`config.mk`:
```
export PLATFORM = sky130hd
export DESIGN_NAME = nes_controller_port_ps2
export DESIGN_NICKNAME = d
export VERILOG_FILES = /design/src/rtl/nes_controller_port_ps2.sv
export SDC_FILE = /design/constraint.sdc
export NUM_CORES = 1
export LEC_CHECK = 0
export ABC_AREA = 0
export BUFFER_PORTS_ARGS = -buffer_cell sky130_fd_sc_hd__buf_2
export CAP_MARGIN = 20
export CORE_MARGIN = 1
export CORE_UTILIZATION = 49
export DETAILED_ROUTE_END_ITERATION = 8
export PLACE_DENSITY_LB_ADDON = 0.12
export SLEW_MARGIN = 0
export SYNTH_ARGS = -nofsm -noshare
export SYNTH_HDL_FRONTEND = slang
export SYNTH_SLANG_ARGS = --single-unit
```
`constraint.sdc`:
```
create_clock -name clock -period 1.8 [get_ports clock]
set_clock_uncertainty 0.15 [all_clocks]
set_input_delay 0 -clock clock [delete_from_list [all_inputs] [get_ports clock]]
set_output_delay 0 -clock clock [all_outputs]
set_load 0.05 [all_outputs]
```
`src/rtl/nes_controller_port_ps2.sv`:
```
// nes_controller_port_ps2
//
// Turns a raw PS/2 Set-2 scan-code byte stream into two NES controllers and
// presents their serial shift-register behaviour at CPU registers $4016/$4017.
//
// Ports:
//   clock           CPU clock; all state updates on the rising edge
//   reset           asynchronous, active-high; clears all state
//   ps2_byte        received scan-code byte
//   ps2_byte_valid  one-cycle pulse qualifying ps2_byte
//   strobe          level, bit0 of the last CPU write to $4016
//   read_4016       one-cycle pulse per completed CPU read of $4016
//   read_4017       one-cycle pulse per completed CPU read of $4017
//   reg_4016        open_bus_bits | P1 serial bit
//   reg_4017        open_bus_bits | P2 serial bit
//   buttons_p1      live P1 button state (debug)
//   buttons_p2      live P2 button state (debug)
//   protocol_error  sticky, set by an illegal prefix sequence
//   fsm_state       prefix FSM state (debug): 0 IDLE, 1 EXT, 2 BRK, 3 EXT_BRK, 4 SKIP
//
// Handshake: ps2_byte is consumed in exactly the cycle ps2_byte_valid is high;
// there is no ready/back-pressure, every valid byte is accepted.
//
// Button bit order (also shift order, bit0 first):
//   0=A 1=B 2=Select 3=Start 4=Up 5=Down 6=Left 7=Right

module nes_controller_port_ps2 #(
    parameter logic [7:0] open_bus_bits = 8'h40,
    parameter int         skip_len      = 7
) (
    input  logic       clock,
    input  logic       reset,
    input  logic [7:0] ps2_byte,
    input  logic       ps2_byte_valid,
    input  logic       strobe,
    input  logic       read_4016,
    input  logic       read_4017,
    output logic [7:0] reg_4016,
    output logic [7:0] reg_4017,
    output logic [7:0] buttons_p1,
    output logic [7:0] buttons_p2,
    output logic       protocol_error,
    output logic [2:0] fsm_state
);

    localparam int cnt_w = $clog2(skip_len + 1);

    typedef enum logic [2:0] {
        IDLE    = 3'd0,
        EXT     = 3'd1,
        BRK     = 3'd2,
        EXT_BRK = 3'd3,
        SKIP    = 3'd4
    } state_t;

    state_t           state, state_next;
    logic [cnt_w-1:0] cnt, cnt_next;
    logic             err_set;
    logic             do_make, do_break, is_ext;
    logic [7:0]       mask_p1, mask_p2;
    logic [7:0]       sr1, sr2;
    logic             is_prefix, is_ctrl;

    function automatic logic [7:0] map_p1(input logic [7:0] code, input logic ext);
        logic [7:0] m;
        m = 8'h00;
        if (!ext) begin
            case (code)
                8'h42:   m = 8'h01;
                8'h3B:   m = 8'h02;
                8'h59:   m = 8'h04;
                8'h5A:   m = 8'h08;
                8'h1D:   m = 8'h10;
                8'h1B:   m = 8'h20;
                8'h1C:   m = 8'h40;
                8'h23:   m = 8'h80;
                default: m = 8'h00;
            endcase
        end
        return m;
    endfunction

    function automatic logic [7:0] map_p2(input logic [7:0] code, input logic ext);
        logic [7:0] m;
        m = 8'h00;
        if (!ext) begin
            case (code)
                8'h69:   m = 8'h01;
                8'h70:   m = 8'h02;
                8'h7A:   m = 8'h04;
                default: m = 8'h00;
            endcase
        end else begin
            case (code)
                8'h5A:   m = 8'h08;
                8'h75:   m = 8'h10;
                8'h72:   m = 8'h20;
                8'h6B:   m = 8'h40;
                8'h74:   m = 8'h80;
                default: m = 8'h00;
            endcase
        end
        return m;
    endfunction

    assign is_prefix = (ps2_byte == 8'hE0) || (ps2_byte == 8'hF0) || (ps2_byte == 8'hE1);
    assign is_ctrl   = (ps2_byte == 8'hAA) || (ps2_byte == 8'hFA) || (ps2_byte == 8'hEE) ||
                       (ps2_byte == 8'hFE) || (ps2_byte == 8'h00) || (ps2_byte == 8'hFF);

    // State register
    always_ff @(posedge clock or posedge reset) begin
        if (reset) begin
            state          <= IDLE;
            cnt            <= '0;
            protocol_error <= 1'b0;
        end else begin
            state <= state_next;
            cnt   <= cnt_next;
            if (err_set) protocol_error <= 1'b1;
        end
    end

    // Next-state logic
    always_comb begin
        state_next = state;
        cnt_next   = cnt;
        err_set    = 1'b0;
        if (ps2_byte_valid) begin
            case (state)
                IDLE: begin
                    if (ps2_byte == 8'hE0)      state_next = EXT;
                    else if (ps2_byte == 8'hF0) state_next = BRK;
                    else if (ps2_byte == 8'hE1) begin
                        state_next = SKIP;
                        cnt_next   = cnt_w'(skip_len);
                    end
                end
                EXT: begin
                    if (ps2_byte == 8'hF0) state_next = EXT_BRK;
                    else begin
                        state_next = IDLE;
                        err_set    = (ps2_byte == 8'hE0) || (ps2_byte == 8'hE1);
                    end
                end
                BRK, EXT_BRK: begin
                    state_next = IDLE;
                    err_set    = is_prefix;
                end
                SKIP: begin
                    // The Pause remainder itself contains E1/F0 bytes, so SKIP
                    // swallows every byte blindly rather than parsing prefixes.
                    cnt_next = cnt - cnt_w'(1);
                    if (cnt <= cnt_w'(1)) state_next = IDLE;
                end
                default: state_next = IDLE;
            endcase
        end
    end

    // Output decode: make/break actions for the current byte
    always_comb begin
        do_make  = 1'b0;
        do_break = 1'b0;
        is_ext   = 1'b0;
        if (ps2_byte_valid) begin
            case (state)
                IDLE:    do_make = !is_prefix && !is_ctrl;
                EXT: begin
                    do_make = !is_prefix;
                    is_ext  = 1'b1;
                end
                BRK:     do_break = !is_prefix;
                EXT_BRK: begin
                    do_break = !is_prefix;
                    is_ext   = 1'b1;
                end
                default: begin
                    do_make  = 1'b0;
                    do_break = 1'b0;
                end
            endcase
        end
        mask_p1 = map_p1(ps2_byte, is_ext);
        mask_p2 = map_p2(ps2_byte, is_ext);
    end

    always_ff @(posedge clock or posedge reset) begin
        if (reset) begin
            buttons_p1 <= 8'h00;
            buttons_p2 <= 8'h00;
        end else if (do_make) begin
            buttons_p1 <= buttons_p1 | mask_p1;
            buttons_p2 <= buttons_p2 | mask_p2;
        end else if (do_break) begin
            buttons_p1 <= buttons_p1 & ~mask_p1;
            buttons_p2 <= buttons_p2 & ~mask_p2;
        end
    end

    // Controller shift registers: strobe reloads and overrides any read;
    // otherwise each read shifts right with 1s filling from the top.
    always_ff @(posedge clock or posedge reset) begin
        if (reset) begin
            sr1 <= 8'h00;
            sr2 <= 8'h00;
        end else if (strobe) begin
            sr1 <= buttons_p1;
            sr2 <= buttons_p2;
        end else begin
            if (read_4016) sr1 <= {1'b1, sr1[7:1]};
            if (read_4017) sr2 <= {1'b1, sr2[7:1]};
        end
    end

    assign reg_4016  = open_bus_bits | {7'b0, sr1[0]};
    assign reg_4017  = open_bus_bits | {7'b0, sr2[0]};
    assign fsm_state = state;

endmodule

```
After elaboration in Yosys (flattened, before gate mapping)
Cells that the tools add are included.

Bits of input ports: 14. Flip-flop bits (word level): 39.

Equality and inequality tests: 32. Order comparisons: 1. Add/subtract/negate cells: 1. Mux-type cells: 32. Reductions and logical operators: 21. Bitwise logic cells: 6.

Operators by type and width (number): equality test 8 x 7 -> 1 bit, second input constant (10); 2-to-1 mux 8 bit (10); equality test 8 bit, second input constant (8); one-hot mux 8 bit (8 select lines) (1); one-hot mux 8 bit (5 select lines) (1); equality test 8 x 5 -> 1 bit, second input constant (3); 2-to-1 mux 3 bit (7); one-hot mux 3 bit (3 select lines) (2); bitwise AND 8 bit (2); equality test 8 x 6 -> 1 bit, second input constant (2); NOT 8 bit (2); bitwise OR 8 bit (2); logical NOT 8 bit (1); logical OR 1 bit (8); inequality test 2 bit, second input constant (4); nonzero test 2 bit (4); 2-to-1 mux 1 bit (7); equality test 3 x 2 -> 1 bit, second input constant (2); one-hot mux 3 bit (2 select lines) (1); AND reduction 5 bit (1); inequality test 4 bit, second input constant (1); one-hot mux 1 bit (2 select lines) (2); OR reduction 2 bit (2); equality test 3 x 1 -> 1 bit, second input constant (1); 8 further kinds (9).

Longest topological paths before layout
Gate-level depths: netlist of run 1.

Word-level depth: 11. Gate-level depth with buffers: 8. Gate-level depth less buffers: 6.

Least setup slack after synthesis of run 1
No wires, ideal clock.

Path type: register -> register. From: register state[0], in the netlist fsm_state[0]. To: register state[0], in the netlist fsm_state[0]. Cell stages (with the launch flop): 7. Arrival: 1.732 ns. Path slack: -0.211 ns. Path buffers: 1. Cell sequence: dfrtp_1 > clkbuf_1 > nor2_1 > and2_1 > a21boi_0 > mux2i_1 > o21ai_0.

Longest elaborated chain between the ends: 3.

RTL lines: start: declaration (RTL line 56) `state_t state, state_next;`; start signal: assignment (RTL line 117) `state <= state_next;`; equality test 3 bit / logical NOT 3 bit (equally long branches) (RTL line 129) `case (state)`; inequality test 2 bit (no source line) / inequality test 4 bit (equally long branches); AND reduction 3 bit (no source line).

Parallel ways exist; a longest one is shown, timed or not. A chain may end at the register's enable or synchronous reset.

==> qor.txt, run 1 <==
Status -> complete, no violations
Die Y -> 69.4 um
Ports -> 50
Detailed-route wire length -> 5080 um
Total power draw -> 2.37 mW
Static leakage -> 1.24 nW
GRT Residual Overflow -> 0
Highest Clock Rate -> 581 MHz
Fin util -> 59.8%
CTS tree -> built
Synth top area share -> 43.8%
Setup TNS -> 0 ps
Reg-to-reg critical path startpoint -> fsm_state[2]
Most frequent cells in the layout -> dfrtp_1, buf_2, o21ai_0
Routability-driven placement congestion ratio -> 0.864
Critical path class -> reg -> reg
Ratio of total power to cell area -> 909 mW/mm2
Worst Tran Pin Value -> 505 ps
Area Overhead vs Synth -> 16.9%
# H-tree levels -> 2
Fin area -> 0.00261 mm2
Hold path depth -> 3
GRT Resource Usage Total -> 22.3%
Area of the die -> 0.00482 mm2
Crit path max fanout -> 10
Port Buf Inserts -> 35
Drc violations -> 0
Fin. Hold Viols -> 0
Cell taking the most area after synthesis -> dfrtp_1
Worst-skew pair later-pin latency -> 290 ps
First-pass GRT wire length -> 8540 um
Iteration-0 DRC Markers -> 118
Slew headroom -> 66.1%
Worst path slowest cell -> or3_4
Post-synthesis register bit count -> 39
Synth top area cells -> dfrtp_1, o21ai_0, mux2i_1
Min-delay src -> ps2_byte[0]
Worst-path cell chain -> and2b_1, o311ai_1, or3_4, buf_4, o21ai_1
Root buffer cell -> clkbuf_8
Clock transition at path regs -> 80 ps
Reg2reg path depth -> 5
Top Family by Delay on Critical Path -> simple AND/OR/NAND/NOR gates
Top FF cell, synth -> dfrtp_1
Hold Crit Class -> in -> reg
Largest net degree at the start of global routing -> 40
Vias in the first global route -> 1762
Tcrit/Tclk final -> 95.7%
Leading cell type in the layout, fill and taps excluded -> dfrtp_1
Post-synth ARST share -> 100%
Post-synthesis sequential area ratio -> 43.8%
Max clock buf depth -> 2
Final ANT Viol Nets -> 0
R2r setup slk -> 80 ps
Horiz. Die Dim -> 69.4 um
Starting Density -> 51.2%
RSZ-0062 raised after global routing -> false
Placed Area -> 0.00239 mm2
CORE AREA -> 0.00435 mm2
Pre-antenna DRT Iters -> 4
Final min period -> 1720 ps
Critical Path Max Stage Delay -> 430 ps
Max-cap violations -> 0
Layout cells sized above 1 -> 22.2%
Gate Count Post-Synth -> 244
Antenna cells -> 0
Vias per cell -> 5.54
EDFF count, synth -> 0
Vias -> 1882
DR WL/cell -> 14.9 um
Final net count -> 303
Crit path DAT -> 1790 ps
Std-Cell Rows -> 24
Post-DP HPWL -> 3440 um
Worst Path Buf+Inv -> 1
Endpoints failing setup -> 0
Ys Warns -> 0
Worst setup SP type -> flip-flop
Slew Viols, Final -> 0
Number of fill cells in the layout -> 392
Synthesized area -> 0.00223 mm2
Yosys cell types -> 47
Clk sinks -> 39
Antenna violations before repair -> 0
Worst vdd ir -> 402 uV
Post-synthesis area per instance -> 9.13 um2
Req. time, crit path -> 1870 ps
CTS buffer count -> 5
Worst Setup End Kind -> flip-flop
Post-CTS Setup Bufs -> 0
## area by class of cell
type / instances / area [um2] / area share (%)
clock inverters: 2 / 35.0 / 1.34
clock buffers: 6 / 82.6 / 3.17
multi-input cells: 179 / 1070 / 41.1
repair buffers: 55 / 348 / 13.4
inverters: 7 / 26.3 / 1.01
well taps: 52 / 65.1 / 2.50
flip-flops and latches: 39 / 978 / 37.6
## worst reg2reg max path: stages (launching register included)
cell      delay (ps)
dfrtp_2          400
and2b_1          230
o311ai_1         130
or3_4            430
buf_4            190
o21ai_1          120
## synthesized netlist by cell type, types with 6 or more instances
| cell | n |
|---|---|
| dfrtp_1 | 39 |
| o21ai_0 | 33 |
| nand2_1 | 25 |
| buf_4 | 17 |
| mux2i_1 | 15 |
| nand3_1 | 14 |
| nor2_1 | 14 |
| o21ai_1 | 10 |
| inv_1 | 7 |
| a21oi_1 | 6 |
| clkbuf_1 | 6 |
## cells by family after synthesis
| kind of cell | share of synthesized area (%) |
|---|---|
| and+or+nand+nor | 19.0 |
| AOI/OAI and AO/OA | 18.0 |
| DFF | 43.8 |
| buffers and inverters | 10.6 |
| muxes | 6.74 |
| adders and majority gates | 1.12 |
| other | 0.337 |
| xor gates and xnor gates | 0.393 |
## power breakdown
group          internal, mW  switching [mW]
sequential            0.960          0.0666
clock                 0.449           0.313
combinational         0.183           0.398
total                  1.59           0.777
## worst max path at each step
| stage | startpoint | endpoint | slack (ps) | cells past startpoint |
|---|---|---|---|---|
| 2_1_floorplan | fsm_state[2] | flip-flop | -50 | 6 |
| 3_3_place_gp | fsm_state[2] | flip-flop | 100 | 5 |
| 3_5_place_dp | fsm_state[2] | flip-flop | 70 | 5 |
| 4_1_cts | fsm_state[2] | flip-flop | 50 | 5 |
| 5_1_grt | ps2_byte_valid | flip-flop | 4 | 9 |
| 6_report | fsm_state[2] | flip-flop | 80 | 5 |
## metrics by stage
step	worst slack [ps]	std cells	hold slack, ps
after global placement	97.2	323	1.66
after global routing	3.85	340	30.6
final	77.7	340	12.8
after floorplan	-48.7	256	-51.1
after detailed placement	70.5	323	2.57
after CTS	48.5	340	9.19
## metal layers
layer	up-vias	wire (um)	track usage, %
met1	883	2340	29.5
met4	0	138	10.2
met3	14	274	5.81
met2	62	2320	34.4
li1	923	-	-
met5	-	0	0
## repair_timing
item                                    CTS  global route
resized for setup                         0             2
endpoints found under the setup margin    0            11
endpoints found under the hold margin    50             0
hold buffers                              9             0
No activity file was read; power rests on OpenSTA's default activity.
==> run 2: changes to the inputs <==
--- a/config.mk
+++ b/config.mk
@@ -10,5 +10,5 @@
 export CAP_MARGIN = 20
 export CORE_MARGIN = 1
-export CORE_UTILIZATION = 49
+export CORE_UTILIZATION = 35
 export DETAILED_ROUTE_END_ITERATION = 8
 export PLACE_DENSITY_LB_ADDON = 0.12
==> constraint.sdc (replaced) <==
create_clock -name clock -period 1.8 [get_ports clock]
set_clock_uncertainty 0.15 [all_clocks]
set_input_delay 0.27 -clock clock [delete_from_list [all_inputs] [get_ports clock]]
set_output_delay 0.27 -clock clock [all_outputs]
set_load 0.02 [all_outputs]
==> run 2 against run 1 <==
Effect of this change:
- sequential share of layout area is 2.2 points lower
- register-to-register slack worse by 20 ps
- critical path depth is 1 higher
- final cell count is 11% higher
- combinational power is 11% lower
- non-clock buffer count is 13 higher
- clock power is 23% lower
- total power is 10% lower
- worst hold slack better by 160 ps
- first-iteration DRC count is 17% lower
- sequential power hardly changed
==> qor.txt, run 2 (same netlist as run 1, synthesis figures left out) <==
Status -> complete, no violations
Vias in the first global route -> 1839
Max-cap violations -> 0
First-pass GRT wire length -> 8470 um
GRT Resource Usage Total -> 16.6%
Cell mode on critical path -> buf_12
Vias -> 1893
Worst setup SP type -> flip-flop
Largest net degree at the start of global routing -> 40
Static leakage -> 1.32 nW
Pre-antenna DRT Iters -> 4
Worst Path Buf+Inv -> 2
Req. time, crit path -> 1860 ps
Antenna cells -> 0
Area Overhead vs Synth -> 23.9%
Critical path class -> reg -> reg
Ratio of total power to cell area -> 771 mW/mm2
Routability-driven placement congestion ratio -> 0.804
Clk sinks -> 39
Crit path DAT -> 1800 ps
Die Y -> 81.8 um
Fin. Hold Viols -> 0
Final min period -> 1740 ps
CTS tree -> built
CTS buffer count -> 5
Port Buf Inserts -> 35
Top Family by Delay on Critical Path -> simple AND/OR/NAND/NOR gates
Worst path slowest cell -> dfrtp_2
Ports -> 50
M2 GR Usage -> 27.8%
Reg-to-reg critical path startpoint -> fsm_state[2]
RSZ-0062 raised after global routing -> true
Endpoints failing setup -> 0
Vias per cell -> 5.03
Max clock buf depth -> 2
Area of the die -> 0.00669 mm2
Min-delay src -> ps2_byte_valid
Met3 Use GR -> 3.00%
Reg2reg path depth -> 6
Worst Setup End Kind -> flip-flop
Detailed-route wire length -> 5110 um
Critical Path Max Stage Delay -> 400 ps
DR WL/cell -> 13.6 um
Post-DP HPWL -> 3890 um
Worst vdd ir -> 448 uV
Worst-skew pair later-pin latency -> 290 ps
Highest Clock Rate -> 575 MHz
Most frequent cells in the layout -> dfrtp_1, buf_2, o21ai_0, buf_4, nand2_1
Layout cells sized above 1 -> 30.2%
CORE AREA -> 0.00603 mm2
# H-tree levels -> 2
Crit path max fanout -> 9
Drc violations -> 0
Worst-path cell chain -> and2b_2, o311ai_1, or3_1, buf_12, buf_12, o21ai_1
Leading cell type in the layout, fill and taps excluded -> dfrtp_1
Root buffer cell -> clkbuf_8
Clock transition at path regs -> 80 ps
R2r setup slk -> 60 ps
Hold Crit Class -> in -> reg
Worst Hold End -> fsm_state[1]
Iteration-0 DRC Markers -> 98
Final ANT Viol Nets -> 0
Most Crowded Layer GR -> met2
Std-Cell Rows -> 28
GRT Residual Overflow -> 0
Hold path depth -> 3
Hold WS -> 175 ps
Setup TNS -> 0 ps
Final net count -> 316
Horiz. Die Dim -> 81.8 um
Tcrit/Tclk final -> 96.7%
Starting Density -> 37.0%
Slew Viols, Final -> 0
Antenna violations before repair -> 0
Global Route met1 Usage -> 21.6%
run 2: cell types whose count changed in the layout (fill, tap and decap cells not counted), sizes merged:
cell / before / now
dlygate4sd3: 9 / 1
clkinvlp: 0 / 1
buf: 46 / 67
bufinv: 1 / 0
run 2: how the worst max path moves through the flow:
stage,from,end,slack [ps],cells past startpoint
3_5_place_dp,ps2_byte[4],cnt[0],-50,6
4_1_cts,fsm_state[2],flip-flop,0.9,5
3_3_place_gp,ps2_byte[0],flip-flop,-20,6
2_1_floorplan,fsm_state[0],flip-flop,4,5
6_report,fsm_state[2],flip-flop,60,6
5_1_grt,fsm_state[2],flip-flop,-30,6
run 2: power breakdown:
group          switching (mW)  leakage (nW)  internal (mW)
clock network           0.316        0.0412          0.271
registers              0.0655         0.524          0.960
logic                   0.294         0.752          0.223
run 2: final cells by class:
| cell class | instances | area (um2) |
|---|---|---|
| Clock buffer | 6 | 72.6 |
| Clock inverter | 2 | 12.5 |
| Fill cell | 637 | 3260 |
| Inverter | 7 | 26.3 |
| Multi-Input combinational cell | 179 | 1100 |
| Sequential cell | 39 | 977 |
| Tap cell | 75 | 93.8 |
| Timing Repair Buffer | 68 | 475 |
run 2: repair_timing:
item,4_1_cts,5_1_grt
buffers inserted,1,1
pin swaps,2,3
gates cloned,0,0
hold endpoints to repair,39,0
gates resized for setup,1,14
endpoints found under the setup margin,1,14
hold buffers,1,0
run 2: worst min-delay path, cell delays in order:
cell and delay, ps:
buf_2 90, buf_4 140, o22ai_1 80
run 2: per-stage QoR:
stage / instance area (um2) / util (%) / power (mW) / cells / setup WS [ps]
2_1_floorplan: 2270 / - / 1.39 / 256 / 4.49
3_3_place_gp: 2600 / 43.1 / 1.54 / 365 / -15.6
3_5_place_dp: 2600 / 43.1 / 1.54 / 365 / -54.4
4_1_cts: 2720 / 45.1 / 2.15 / 375 / 0.894
5_1_grt: 2760 / 45.8 / 2.27 / 376 / -30.9
6_report: 2760 / 45.8 / 2.13 / 376 / 59.7
run 2: routing by layer:
metal,vias to the layer above,part of all wire [%]
met2,32,48
li1,955,-
met5,-,0
met4,0,0.92
met1,901,48
met3,5,2.9
==> run 3: changes to the inputs <==
CORE_ASPECT_RATIO = 1.1   (was default)
clock period = 1.9 ns   (was 1.8 ns; I/O delays follow)
==> run 3 against run 2 <==
Effect of this change:
- critical path depth down 1
- cell area down 4.9%
- core utilization down 3.2 points
- largest power group unchanged
==> qor.txt, run 3 (same netlist as run 1, synthesis figures left out) <==
Crit path max fanout -> 15
Multi-input logic area -> 0.00106 mm2
Final net count -> 304
Root buffer cell -> clkbuf_8
Detailed-route wire length -> 5190 um
Hold Crit Class -> in -> reg
Horiz. Die Dim -> 78.1 um
Leading cell type in the layout, fill and taps excluded -> dfrtp_1
RSZ-0062 raised after global routing -> false
Port Buf Inserts -> 35
Status -> complete, no violations
First-pass GRT wire length -> 8650 um
DR WL/cell -> 14.1 um
FF/Latch Area -> 976 um2
Area Overhead vs Synth -> 17.8%
Post-DP HPWL -> 3910 um
Slew headroom -> 66.1%
Largest net degree at the start of global routing -> 40
# resized after CTS -> 0
Std-Cell Rows -> 30
Vias in the first global route -> 1811
Iteration-0 DRC Markers -> 110
Max clock buf depth -> 2
Pre-antenna DRT Iters -> 4
Critical path class -> reg -> reg
Number of fill cells in the layout -> 655
Worst Tran Pin Value -> 509 ps
Worst vdd ir -> 380 uV
Tcrit/Tclk final -> 93.4%
GRT Residual Overflow -> 0
Clock transition at path regs -> 80 ps
Worst Setup End Kind -> flip-flop
Die Y -> 85.7 um
Setup TNS -> 0 ps
Vias -> 1816
Final min period -> 1770 ps
CTS tree -> built
Worst setup SP type -> flip-flop
R2r setup slk -> 130 ps
Antenna violations before repair -> 0
Area of the die -> 0.00669 mm2
Starting Density -> 36.2%
Final non-filler cell total -> 369
Placed insts -> 360
CORE AREA -> 0.00616 mm2
Drc violations -> 0
Highest Clock Rate -> 564 MHz
Ratio of total power to cell area -> 806 mW/mm2
Req. time, crit path -> 1950 ps
Routability-driven placement congestion ratio -> 0.907
GRT Resource Usage Total -> 16.7%
Most frequent cells in the layout -> dfrtp_1, buf_2, o21ai_0
Endpoints failing setup -> 0
Max-cap violations -> 0
Worst-skew pair later-pin latency -> 290 ps
Static leakage -> 1.25 nW
Fin. Hold Viols -> 0
Layout cells sized above 1 -> 23.9%
CTS buffer count -> 5
Final ANT Viol Nets -> 0
# H-tree levels -> 2
Antenna cells -> 0
Vias per cell -> 4.92
Slew Viols, Final -> 0
Crit path DAT -> 1820 ps
Ports -> 50
Clk sinks -> 39
==> run 3: changes by cell type in the layout (fill, tap and decap cells not counted), sizes merged <==
cell	previous run	this run
clkbuf	6	5
clkinvlp	1	0
clkinv	1	2
bufinv	0	1
buf	67	55
==> run 3: cell type report <==
type	count	area share, %
tap	80	3.81
inverter	7	1.00
clock buffer	5	2.62
timing repair buffer	56	13.3
sequential	39	37.2
multi-input combinational	179	40.5
clock inverter	3	1.67
==> run 3: worst paths after layout <==
check	cells after the start	from	endpoint
min in group asynchronous	4	reset	async pin
max	5	fsm_state[2]	flip-flop
min reg2reg	1	protocol_error	protocol_error
max in group asynchronous	4	reset	cnt[2]
min	3	ps2_byte[4]	fsm_state[0]
max reg2reg	5	fsm_state[2]	flip-flop
==> run 3: metrics by stage <==
step	power (mW)	hold slack [ps]	area [um2]	worst slack [ps]	util, %
2_1_floorplan	1.32	234	2270	75.8	-
3_3_place_gp	1.44	291	2500	52.2	40.7
3_5_place_dp	1.45	287	2500	24.5	40.7
4_1_cts	2.14	199	2630	116	42.6
5_1_grt	2.23	217	2630	0.643	42.6
6_report	2.12	199	2630	126	42.6
==> run 3: routing by layer <==
| metal | GRT usage [%] | share of wire (%) | vias up |
|---|---|---|---|
| met2 | 27.4 | 48 | 32 |
| met3 | 3.19 | 3.2 | 9 |
| li1 | - | - | 921 |
| met1 | 21.6 | 47 | 854 |
| met4 | 7.24 | 2.0 | 0 |
| met5 | 0 | 0 | - |
==> run 3: worst max-delay path, cell delays in order, from the launching register on <==
cell and delay, ps:
dfrtp_1 380, and2b_1 250, o311ai_1 110, or3_1 370, buf_12 170, o41ai_2 260
==> run 3: report_power, final <==
| part | total (mW) | internal, mW | switching (mW) |
|---|---|---|---|
| clock | 0.688 | 0.391 | 0.297 |
| sequential | 0.973 | 0.909 | 0.0644 |
| combinational | 0.455 | 0.182 | 0.273 |
==> run 3: what timing repair did <==
action | CTS | global route
setup endpoints to repair | 0 | 0
hold endpoints to repair | 39 | 0
hold buffers | 1 | 0
buffers inserted | 0 | 0
